## src/rtl/cg_iteration_sequencer_pkg.sv

```systemverilog
// Shared definitions for the conjugate-gradient iteration sequencer: defaults,
// state encoding and the beat-count helper.
package cg_iteration_sequencer_pkg;

   localparam int unsigned NU_DEFAULT         = 8;
   localparam int unsigned EW_DEFAULT         = 32;
   localparam int unsigned ITER_WIDTH_DEFAULT = 16;
   localparam logic [31:0] TOLERANCE_DEFAULT  = 32'h283424DC;

   typedef enum logic [3:0] {
      ST_IDLE,
      ST_RSOLD,
      ST_MATVEC,
      ST_ALPHA,
      ST_UPDATE,
      ST_RSNEW,
      ST_CHECK,
      ST_BETA,
      ST_PUPD,
      ST_DONE
   } state_e;

   // Beats per vector pass; an empty vector still streams one beat.
   function automatic logic [31:0] calc_beats(input logic [31:0] total, input int unsigned nu);
      logic [32:0] sum;
      sum = {1'b0, total} + 33'(nu - 1);
      if (total == 32'd0) return 32'd1;
      return 32'(sum / 33'(nu));
   endfunction

endpackage

```

## src/rtl/cg_iteration_sequencer_if.sv

```systemverilog
// Control/status bundle between the sequencer and the Alu stage chain.
interface cg_iteration_sequencer_if #(
   parameter int unsigned EW = 32,
   parameter int unsigned IW = 16
);

   logic          go;
   logic [31:0]   total;
   logic [IW-1:0] max_iter;
   logic          vxv1_finish;
   logic [EW-1:0] vxv1_result;
   logic          mxv_finish;
   logic          div1_finish;
   logic          mul_add2_finish;
   logic          vxv3_finish;
   logic [EW-1:0] vxv3_result;
   logic          div2_finish;
   logic          mul_add3_finish;

   logic          reset_vxv1;
   logic          reset_mxv1;
   logic          vxv1_read;
   logic          start_mul_add;
   logic          vxv3_start;
   logic          vxv3_read;
   logic          start_div2;
   logic          mul_add3_start;
   logic [EW-1:0] rsold;
   logic [EW-1:0] rsnew;
   logic [IW-1:0] iter_count;
   logic          busy;
   logic          done;
   logic          converged;
   logic          limit_hit;

   modport master (
      output go, total, max_iter, vxv1_finish, vxv1_result, mxv_finish, div1_finish,
             mul_add2_finish, vxv3_finish, vxv3_result, div2_finish, mul_add3_finish,
      input  reset_vxv1, reset_mxv1, vxv1_read, start_mul_add, vxv3_start, vxv3_read,
             start_div2, mul_add3_start, rsold, rsnew, iter_count, busy, done,
             converged, limit_hit
   );

   modport slave (
      input  go, total, max_iter, vxv1_finish, vxv1_result, mxv_finish, div1_finish,
             mul_add2_finish, vxv3_finish, vxv3_result, div2_finish, mul_add3_finish,
      output reset_vxv1, reset_mxv1, vxv1_read, start_mul_add, vxv3_start, vxv3_read,
             start_div2, mul_add3_start, rsold, rsnew, iter_count, busy, done,
             converged, limit_hit
   );

endinterface

```

## src/rtl/cg_iteration_sequencer_read_pacer.sv

```systemverilog
// Operand-read pacer: one strobe every other cycle while enabled, stopping after
// beats_i strobes; dropping enable restarts the pass.
module cg_iteration_sequencer_read_pacer (
   input  logic        clk,
   input  logic        reset,
   input  logic        enable_i,
   input  logic [31:0] beats_i,
   output logic        read_o
);

   logic [31:0] sent_q;
   logic        phase_q;
   logic        done_q;
   logic        last_beat;

   assign last_beat = (sent_q == beats_i - 32'd1);
   assign read_o    = enable_i && !phase_q && !done_q;

   // NOTE: reset is asynchronous and active-low, so it sits in the sensitivity list.
   always_ff @(posedge clk or negedge reset) begin
      if (!reset) begin
         sent_q  <= '0;
         phase_q <= 1'b0;
         done_q  <= 1'b0;
      end else if (!enable_i) begin
         sent_q  <= '0;
         phase_q <= 1'b0;
         done_q  <= 1'b0;
      end else if (read_o) begin
         sent_q  <= sent_q + 32'd1;
         phase_q <= 1'b1;
         done_q  <= last_beat;
      end else begin
         phase_q <= 1'b0;
      end
   end

endmodule

```

## src/rtl/cg_iteration_sequencer.sv

```systemverilog
// Sequences one conjugate-gradient iteration across the Alu stage chain and
// loops until rsnew meets the tolerance or the iteration limit is reached.
module cg_iteration_sequencer
   import cg_iteration_sequencer_pkg::*;
#(
   parameter int unsigned               NO_OF_UNITS   = NU_DEFAULT,
   parameter int unsigned               ELEMENT_WIDTH = EW_DEFAULT,
   parameter logic [ELEMENT_WIDTH-1:0]  TOLERANCE     = ELEMENT_WIDTH'(TOLERANCE_DEFAULT),
   parameter int unsigned               ITER_WIDTH    = ITER_WIDTH_DEFAULT
) (
   input  logic                     clk,
   input  logic                     reset,
   cg_iteration_sequencer_if.slave  bus
);

   state_e                   state_q, state_d;
   logic [31:0]              beats_q;
   logic [ELEMENT_WIDTH-1:0] rsold_q, rsnew_q;
   logic [ITER_WIDTH-1:0]    iter_q;
   logic                     converged_q, limit_hit_q, mul_add3_start_q;

   logic                     start_solve, converge_now, limit_now;
   logic [ITER_WIDTH:0]      iter_inc;
   logic [ITER_WIDTH-1:0]    iter_sat;

   assign start_solve  = ((state_q == ST_IDLE) || (state_q == ST_DONE)) && bus.go;
   // Unsigned compare of raw bits orders non-negative IEEE-754 values correctly.
   assign converge_now = (rsnew_q <= TOLERANCE);
   assign iter_inc     = {1'b0, iter_q} + {{ITER_WIDTH{1'b0}}, 1'b1};
   assign iter_sat     = (&iter_q) ? iter_q : iter_inc[ITER_WIDTH-1:0];
   assign limit_now    = (bus.max_iter != '0) && (iter_inc == {1'b0, bus.max_iter});

   // NOTE: sequential state uses non-blocking assignments so every register sees pre-edge values.
   always_ff @(posedge clk or negedge reset) begin
      if (!reset) state_q <= ST_IDLE;
      else        state_q <= state_d;
   end

   always_comb begin
      state_d = state_q;
      case (state_q)
         ST_IDLE, ST_DONE: if (bus.go)              state_d = ST_RSOLD;
         ST_RSOLD:         if (bus.vxv1_finish)     state_d = ST_MATVEC;
         ST_MATVEC:        if (bus.mxv_finish)      state_d = ST_ALPHA;
         ST_ALPHA:         if (bus.div1_finish)     state_d = ST_UPDATE;
         ST_UPDATE:        if (bus.mul_add2_finish) state_d = ST_RSNEW;
         ST_RSNEW:         if (bus.vxv3_finish)     state_d = ST_CHECK;
         ST_CHECK:         state_d = converge_now ? ST_DONE : ST_BETA;
         ST_BETA:          if (bus.div2_finish)     state_d = ST_PUPD;
         ST_PUPD:          if (bus.mul_add3_finish) state_d = limit_now ? ST_DONE : ST_MATVEC;
         default:          state_d = ST_IDLE;
      endcase
   end

   always_comb begin
      // NOTE: every output gets a default before the case, so no path can infer a latch.
      bus.reset_vxv1    = 1'b1;
      bus.reset_mxv1    = 1'b1;
      bus.start_mul_add = 1'b0;
      bus.vxv3_start    = 1'b0;
      bus.start_div2    = 1'b0;
      bus.busy          = 1'b1;
      bus.done          = 1'b0;
      case (state_q)
         ST_IDLE:            bus.busy          = 1'b0;
         ST_RSOLD:           bus.reset_vxv1    = 1'b0;
         ST_MATVEC:          bus.reset_mxv1    = 1'b0;
         ST_UPDATE:          bus.start_mul_add = 1'b1;
         ST_RSNEW, ST_CHECK: bus.vxv3_start    = 1'b1;
         ST_BETA, ST_PUPD: begin
            bus.vxv3_start = 1'b1;
            bus.start_div2 = 1'b1;
         end
         ST_DONE: begin
            bus.busy = 1'b0;
            bus.done = 1'b1;
         end
         default: ;
      endcase
   end

   // Latched dot products, iteration count and status flags.
   always_ff @(posedge clk or negedge reset) begin
      if (!reset) begin
         beats_q          <= '0;
         rsold_q          <= '0;
         rsnew_q          <= '0;
         iter_q           <= '0;
         converged_q      <= 1'b0;
         limit_hit_q      <= 1'b0;
         mul_add3_start_q <= 1'b0;
      end else begin
         mul_add3_start_q <= (state_q == ST_BETA) && bus.div2_finish;
         if (start_solve) begin
            beats_q     <= calc_beats(bus.total, NO_OF_UNITS);
            iter_q      <= '0;
            converged_q <= 1'b0;
            limit_hit_q <= 1'b0;
         end
         if ((state_q == ST_RSOLD) && bus.vxv1_finish) rsold_q <= bus.vxv1_result;
         if ((state_q == ST_RSNEW) && bus.vxv3_finish) rsnew_q <= bus.vxv3_result;
         if ((state_q == ST_CHECK) && converge_now)    converged_q <= 1'b1;
         if ((state_q == ST_PUPD) && bus.mul_add3_finish) begin
            iter_q <= iter_sat;
            if (limit_now) limit_hit_q <= 1'b1;
            else           rsold_q     <= rsnew_q;
         end
      end
   end

   cg_iteration_sequencer_read_pacer u_vxv1_pacer (
      .clk      (clk),
      .reset    (reset),
      .enable_i (state_q == ST_RSOLD),
      .beats_i  (beats_q),
      .read_o   (bus.vxv1_read)
   );

   cg_iteration_sequencer_read_pacer u_vxv3_pacer (
      .clk      (clk),
      .reset    (reset),
      .enable_i (state_q == ST_RSNEW),
      .beats_i  (beats_q),
      .read_o   (bus.vxv3_read)
   );

   assign bus.rsold          = rsold_q;
   assign bus.rsnew          = rsnew_q;
   assign bus.iter_count     = iter_q;
   assign bus.converged      = converged_q;
   assign bus.limit_hit      = limit_hit_q;
   assign bus.mul_add3_start = mul_add3_start_q;

endmodule

```

## src/flat_wrapper.sv

```systemverilog
// flat-port wrapper written by rule: the top's interface ports become plain ports
module cg_iteration_sequencer_flat import cg_iteration_sequencer_pkg::*;
#(
   parameter int unsigned               NO_OF_UNITS   = NU_DEFAULT,
   parameter int unsigned               ELEMENT_WIDTH = EW_DEFAULT,
   parameter logic [ELEMENT_WIDTH-1:0]  TOLERANCE     = ELEMENT_WIDTH'(TOLERANCE_DEFAULT),
   parameter int unsigned               ITER_WIDTH    = ITER_WIDTH_DEFAULT
)
  (clk, reset, bus_go, bus_total, bus_max_iter, bus_vxv1_finish, bus_vxv1_result, bus_mxv_finish, bus_div1_finish, bus_mul_add2_finish, bus_vxv3_finish, bus_vxv3_result, bus_div2_finish, bus_mul_add3_finish, bus_reset_vxv1, bus_reset_mxv1, bus_vxv1_read, bus_start_mul_add, bus_vxv3_start, bus_vxv3_read, bus_start_div2, bus_mul_add3_start, bus_rsold, bus_rsnew, bus_iter_count, bus_busy, bus_done, bus_converged, bus_limit_hit);
  cg_iteration_sequencer_if #(.EW(32), .IW(16)) bus_i ();
  input  logic clk;
  input  logic reset;
  input wire logic [$bits(bus_i.go)-1:0] bus_go;
  input wire logic [$bits(bus_i.total)-1:0] bus_total;
  input wire logic [$bits(bus_i.max_iter)-1:0] bus_max_iter;
  input wire logic [$bits(bus_i.vxv1_finish)-1:0] bus_vxv1_finish;
  input wire logic [$bits(bus_i.vxv1_result)-1:0] bus_vxv1_result;
  input wire logic [$bits(bus_i.mxv_finish)-1:0] bus_mxv_finish;
  input wire logic [$bits(bus_i.div1_finish)-1:0] bus_div1_finish;
  input wire logic [$bits(bus_i.mul_add2_finish)-1:0] bus_mul_add2_finish;
  input wire logic [$bits(bus_i.vxv3_finish)-1:0] bus_vxv3_finish;
  input wire logic [$bits(bus_i.vxv3_result)-1:0] bus_vxv3_result;
  input wire logic [$bits(bus_i.div2_finish)-1:0] bus_div2_finish;
  input wire logic [$bits(bus_i.mul_add3_finish)-1:0] bus_mul_add3_finish;
  output wire logic [$bits(bus_i.reset_vxv1)-1:0] bus_reset_vxv1;
  output wire logic [$bits(bus_i.reset_mxv1)-1:0] bus_reset_mxv1;
  output wire logic [$bits(bus_i.vxv1_read)-1:0] bus_vxv1_read;
  output wire logic [$bits(bus_i.start_mul_add)-1:0] bus_start_mul_add;
  output wire logic [$bits(bus_i.vxv3_start)-1:0] bus_vxv3_start;
  output wire logic [$bits(bus_i.vxv3_read)-1:0] bus_vxv3_read;
  output wire logic [$bits(bus_i.start_div2)-1:0] bus_start_div2;
  output wire logic [$bits(bus_i.mul_add3_start)-1:0] bus_mul_add3_start;
  output wire logic [$bits(bus_i.rsold)-1:0] bus_rsold;
  output wire logic [$bits(bus_i.rsnew)-1:0] bus_rsnew;
  output wire logic [$bits(bus_i.iter_count)-1:0] bus_iter_count;
  output wire logic [$bits(bus_i.busy)-1:0] bus_busy;
  output wire logic [$bits(bus_i.done)-1:0] bus_done;
  output wire logic [$bits(bus_i.converged)-1:0] bus_converged;
  output wire logic [$bits(bus_i.limit_hit)-1:0] bus_limit_hit;
  assign bus_i.go = bus_go;
  assign bus_i.total = bus_total;
  assign bus_i.max_iter = bus_max_iter;
  assign bus_i.vxv1_finish = bus_vxv1_finish;
  assign bus_i.vxv1_result = bus_vxv1_result;
  assign bus_i.mxv_finish = bus_mxv_finish;
  assign bus_i.div1_finish = bus_div1_finish;
  assign bus_i.mul_add2_finish = bus_mul_add2_finish;
  assign bus_i.vxv3_finish = bus_vxv3_finish;
  assign bus_i.vxv3_result = bus_vxv3_result;
  assign bus_i.div2_finish = bus_div2_finish;
  assign bus_i.mul_add3_finish = bus_mul_add3_finish;
  assign bus_reset_vxv1 = bus_i.reset_vxv1;
  assign bus_reset_mxv1 = bus_i.reset_mxv1;
  assign bus_vxv1_read = bus_i.vxv1_read;
  assign bus_start_mul_add = bus_i.start_mul_add;
  assign bus_vxv3_start = bus_i.vxv3_start;
  assign bus_vxv3_read = bus_i.vxv3_read;
  assign bus_start_div2 = bus_i.start_div2;
  assign bus_mul_add3_start = bus_i.mul_add3_start;
  assign bus_rsold = bus_i.rsold;
  assign bus_rsnew = bus_i.rsnew;
  assign bus_iter_count = bus_i.iter_count;
  assign bus_busy = bus_i.busy;
  assign bus_done = bus_i.done;
  assign bus_converged = bus_i.converged;
  assign bus_limit_hit = bus_i.limit_hit;
  cg_iteration_sequencer #(.NO_OF_UNITS(NO_OF_UNITS), .ELEMENT_WIDTH(ELEMENT_WIDTH), .TOLERANCE(TOLERANCE), .ITER_WIDTH(ITER_WIDTH)) u_core (.clk(clk), .reset(reset), .bus(bus_i));
endmodule
```

## config.mk

```make
export PLATFORM = sky130hd
export DESIGN_NAME = cg_iteration_sequencer_flat
export DESIGN_NICKNAME = d
export VERILOG_FILES = /design/src/rtl/cg_iteration_sequencer_pkg.sv /design/src/rtl/cg_iteration_sequencer_if.sv /design/src/rtl/cg_iteration_sequencer_read_pacer.sv /design/src/rtl/cg_iteration_sequencer.sv /design/src/flat_wrapper.sv
export SDC_FILE = /design/constraint.sdc
export NUM_CORES = 1
export LEC_CHECK = 0
export ABC_AREA = 1
export CAP_MARGIN = 20
export CORE_MARGIN = 2
export CORE_UTILIZATION = 25
export CTS_CLUSTER_DIAMETER = 30
export CTS_CLUSTER_SIZE = 24
export DETAILED_ROUTE_END_ITERATION = 7
export PLACE_DENSITY_LB_ADDON = 0.12
export SYNTH_ARGS = -nofsm -noshare
export SYNTH_HDL_FRONTEND = slang
export SYNTH_SLANG_ARGS = --single-unit
```

## constraint.sdc

```tcl
create_clock -name clk -period 2.87 [get_ports clk]
set_input_delay 0.4305 -clock clk [delete_from_list [all_inputs] [get_ports clk]]
set_output_delay 0.4305 -clock clk [all_outputs]
set_load 0.02 [all_outputs]
```

After elaboration in Yosys (flattened, before gate mapping)
Cells that the tools add are included.
{ "op_classes": {"n_addsub": 5, "mul": 0, "n_div": 0, "n_lt_le_gt_ge": 1, "n_eq_ne": 23, "n_shift": 0, "mux": 45, "bitwise": 0, "reduce_logical": 27} }
{ "ops": {"columns": ["op", "n"], "rows": [
  ["$mux 32", 9],
  ["$add 32x1->32 const B", 2],
  ["$eq 32x32->1", 2],
  ["$mux 16", 3],
  ["$mux 4", 10],
  ["$pmux 4 s9", 1],
  ["$add 32x3->33 const B", 1],
  ["$le 32x30->1 const B", 1],
  ["$logic_not 32->1", 1],
  ["$sub 32x1->32 const B", 1],
  ["$mux 1", 22],
  ["$ne 2x2->1 const B", 10],
  ["$add 16x1->17 const B", 1],
  ["$eq 17x16->1", 1],
  ["$eq 4x3->1 const B", 4],
  ["$reduce_and 16->1", 1],
  ["$reduce_bool 16->1", 1],
  ["$logic_and 1x1->1", 11],
  ["$eq 4x2->1 const B", 2],
  ["$eq 4x4->1 const B", 2],
  ["$reduce_and 8->1", 1],
  ["$eq 4x1->1 const B", 1],
  ["$logic_not 1->1", 4],
  ["$logic_not 4->1", 1],
  ["6 further kinds", 8]
]} }
{ "totals": {"register_bits": 187, "latchBits": 0, "ram_bits": 0, "mem_bits_ro": 0, "output_inout_bits": 92, "wordCells": 115, "n_memories": 0} }

Logic depth before layout (Yosys ltp)
{ "depth": {"word_depth": 6, "ltp_mapped": 17} }

Cells and area by module
From an unflattened synthesis, not the netlist that was laid out.
{ "hier_totals": {"cells_unflattened": 1990, "hier_area_um2": 13514.2} }
{ "by_module_without_submodules": {"columns": ["module", "n_inst", "cells_each", "area_per_inst_um2", "seq_area_each_um2"], "rows": [
  ["cg_iteration_sequencer", 1, 950, 7103.1, 2927.8],
  ["cg_iteration_sequencer_read_pacer", 2, 520, 3205.6, 850.8]
]} }

Worst setup path before layout
Ideal clock, no wire load.
{ "synth_path": {"path_type": "flip-flop to flip-flop", "from": "reg u_core.state_q[0]", "to": "reg u_core.state_q[0]", "arrival_time_ps": 2048, "t_required_ps": 2753, "slack_ps": 705, "path_stages_with_launch": 12, "path_buffers": 0, "period_less_slack_ps": 2165, "cell_sequence": "dfrtp_1 inv_1 nor2_2 inv_1 nor3_1 a21oi_1 nor2_1 inv_1 o211ai_1 a21oi_1 nand2_1 nand2_1"} }
{ "synth_via": {"elab_chain_len": 4} }
{ "synth_rtl": {"columns": ["item", "line_no", "text"], "rows": [
  ["start: declaration", "cg_iteration_sequencer.sv:16", "state_e state_q, state_d;"],
  ["start signal: assignment", "cg_iteration_sequencer.sv:36", "else state_q <= state_d;"],
  ["$eq 4x4->1 / $logic_not 4->1 (equally long branches)", "cg_iteration_sequencer.sv:41", "case (state_q)"],
  ["$reduce_or 2->1 (no line)", null, null],
  ["$ne 2x1->1 (no line)", null, null],
  ["$reduce_and 8->1 (no line)", null, null]
]} }
Several ways; a longest one is shown, not always the timed one.
A chain may end at the register's enable or synchronous reset.

Worst setup path after layout
{ "layout_path": {"from": "reg u_core.state_q[0]", "to": "out bus_busy"} }
{ "layout_via": {"elab_chain_len": 3} }
{ "layout_rtl": {"columns": ["item", "line_no", "text"], "rows": [
  ["$eq 4x4->1 / $logic_not 4->1 (equally long branches)", "cg_iteration_sequencer.sv:64", "case (state_q)"],
  ["$reduce_or 2->1 (no line) (*)", null, null],
  ["$mux 1 (*)", "cg_iteration_sequencer.sv:64", null],
  ["end: declaration", "flat_wrapper.sv:36", "output wire logic [$bits(bus_i.busy)-1:0] bus_busy;"]
]} }
Mark *: on every way between the ends. The rest lies on a longest branch, timed or not.

==> reports/results.ini <==
[outcome]
status = finished clean

[synthesis]
synth_area_um2 = 12400
synth-warning-count = 0
avgSynthCellArea_um2 = 6.82
synthCells = 1822
yosysTopAreaCell = dfrtp_1
syn-num-nets = 1948
synth_top_area_share = 0.372
synth_area_leaders = dfrtp_1 (37%), nand2_1 (16%), nand3_1 (7.0%), nor2_1 (7.0%), inv_1 (6.6%)
synth.distinct_cells = 49
ys_seq_area_frac = 0.372
ys_seq_elements = 185

[sta]
tightest_slew_ps = 678
hold_viol = 0
clock_skew_ps = 16.7
slew_violations = 0
slew_headroom = 0.548
fin_setup_tns_ps = 0
finalHoldWorstSlack_ps = 4.24
finalCritPeriodShare = 0.937
max_freq_mhz = 372
finalSetupViolCount = 0
final.min_clock_period_ps = 2690
rsz0062_at_grt = false

[die]
core-area_um2 = 49100
io_pins = 214
dieArea_um2 = 51500
initial_core_util = 0.253
die_h_um = 227
die_w_um = 227
rows = 81

[cts]
cts_tree = built
tritoncts.num_buffers = 17
cts_resized = 0
clockBufferDepth = 2
cts_hold_buf = 0
clk_latency_ps = 460
numClockSinks = 185
clk_pin_slew_worst_paths_ps = 80
postCtsSetupBuffers = 0
h-tree-depth = 4
cts-root-buf = clkbuf_16

[worst_setup_path]
reg2reg_from = u_core.beats_q[0]
worstSetupPathType = register to primary output
max_stage_delay_ps = 560
worst-path-buf-inv = 4
start_kind = register
arrival_ps = 2260
cp-end-kind = primary output
cp_common_cell = inv_1
path_cells = inv_1 -> nor2_2 -> inv_1 -> nor3_2 -> a21oi_1 -> nor2_1 -> inv_1 -> clkdlybuf4s50_1
cp_max_fo = 5
startpoint = u_core.state_q[0]
worstPathRequired_ps = 2440
cp_slowest_cell = clkdlybuf4s50_1
crit_family = buffers and inverters

[layout]
antenna_cells = 0
drive_above_1_share = 0.0770
finalInstanceArea_um2 = 16100
mostFrequentLayoutCell = nand2_1
area_growth_pct = 29.7
layout.nets = 2179
final_cell_mix = nand2_1 (514), nor2_1 (230), inv_1 (218)

[place]
dp_hpwl_mm = 39.0
port_buffers = 213
place_area_um2 = 15500
place.gp.congestion = 0.920

[pwr]
peakVddDrop_v = 0.000549
power_density_nw_per_um2 = 782
power.leakage_nw = 6.99

[drt]
ant_nets = 0
vias_per_cell = 4.77
routed_wl_mm = 49.1
routedWlPerCell_um = 18.0
dr.pass1.iters = 6
drtIter0Drc = 1030
vias = 13000
route.detailed.drc = 0

[grt]
grt_pass1_wl_mm = 76.0
overflow = 0
grt_pass1_vias = 12900
antenna_found_initial = 5
grt_max_degree = 71
track_usage = 0.194

[run]
maxCapViolations = 0

[worst_hold_path]
hold_class = input port to async pin

==> stage by stage <==
| stage | utilization | instances | setup WS [ps] | power [mW] |
|---|---|---|---|---|
| after floorplan | - | 1822 | 705 | 7.47 |
| after global placement | 0.317 | 2698 | 192 | 10.3 |
| after detailed placement | 0.317 | 2698 | 227 | 10.3 |
| after CTS | 0.328 | 2730 | 38.5 | 12.7 |
| after global routing | 0.329 | 2730 | 13.1 | 13.6 |
| final | 0.329 | 2730 | 181 | 12.6 |
==> logic make-up (layout without fill, tap and decap cells) <==
| group | after synthesis | after routing | synth area share |
|---|---|---|---|
| muxes | 53 | 53 | 0.0478 |
| DFF | 185 | 185 | 0.372 |
| and+or+nand+nor | 1107 | 1107 | 0.389 |
| AOI/OAI and AO/OA | 189 | 189 | 0.0839 |
| buffers and inverters | 257 | 501 | 0.0814 |
| xor gates and xnor gates | 27 | 27 | 0.0212 |
| adders and majority gates | 4 | 4 | 0.00403 |
==> Yosys cell counts (all sizes together) <==
master	n
nand2	518
nor3	46
xnor3	2
a21boi	1
xnor2	2
nand3b	16
inv	218
a22o	1
buf	22
a221oi	2
o21ai	86
clkbuf	17
a41oi	1
o211ai	2
o22ai	19
a22oi	4
a2bb2oi	2
mux2	51
nor3b	1
o21a	3
and2	1
dfrtp	185
o21bai	2
nor4	18
xor2	23
mux2i	2
nand3	175
a21oi	60
nand4	70
or2	12
a31oi	1
o31a	1
o31ai	2
o41ai	1
nor2	247
ha	4
and3	3
a21o	1
==> layer usage <==
| metal | GRT usage | vias to the layer above | share of wire |
|---|---|---|---|
| li1 | - | 6455 | - |
| met1 | 0.263 | 6140 | 0.46 |
| met2 | 0.309 | 372 | 0.45 |
| met3 | 0.0515 | 54 | 0.066 |
| met4 | 0.0458 | 10 | 0.017 |
| met5 | 0 | - | 0.0013 |
==> report_power, final <==
part | switching (mW) | leakage, nW | internal [mW]
Clock | 1.21 | 0.278 | 1.17
Combinational | 3.65 | 4.32 | 2.46
Sequential | 0.793 | 2.39 | 3.31
Total | 5.66 | 6.99 | 6.95
==> sequential cells by signal, indices dropped and copies added, names as in the netlist, 4 cells and up <==
register                    count
u_core.u_vxv3_pacer.sent_q     32
u_core.u_vxv1_pacer.sent_q     32
u_core.bus.rsnew               32
u_core.bus.iter_count          16
u_core.beats_q                 30
u_core.state_q                  4
u_core.bus.rsold               32
==> final timing paths <==
kind,slack [ps],cells past startpoint,to
worst max-delay path,180,8,bus_busy
max in group asynchronous,2070,2,u_core.u_vxv1_pacer.sent_q[20]
worst max register to register,300,14,u_core.u_vxv3_pacer.done_q
min in group clk,490,2,u_core.bus.limit_hit
worst min register to register,490,2,u_core.bus.limit_hit
worst min-delay path,4,1,u_core.beats_q[19]
==> area by class of cell <==
class / count / area, um^2
fill: 5431 / 32900
multi-input combinational: 1380 / 6800
sequential: 185 / 4630
timing repair buffer: 251 / 2470
tap: 664 / 831
inverter: 218 / 818
clock buffer: 18 / 439
clock inverter: 14 / 130
No activity file was read; power rests on OpenSTA's default activity.
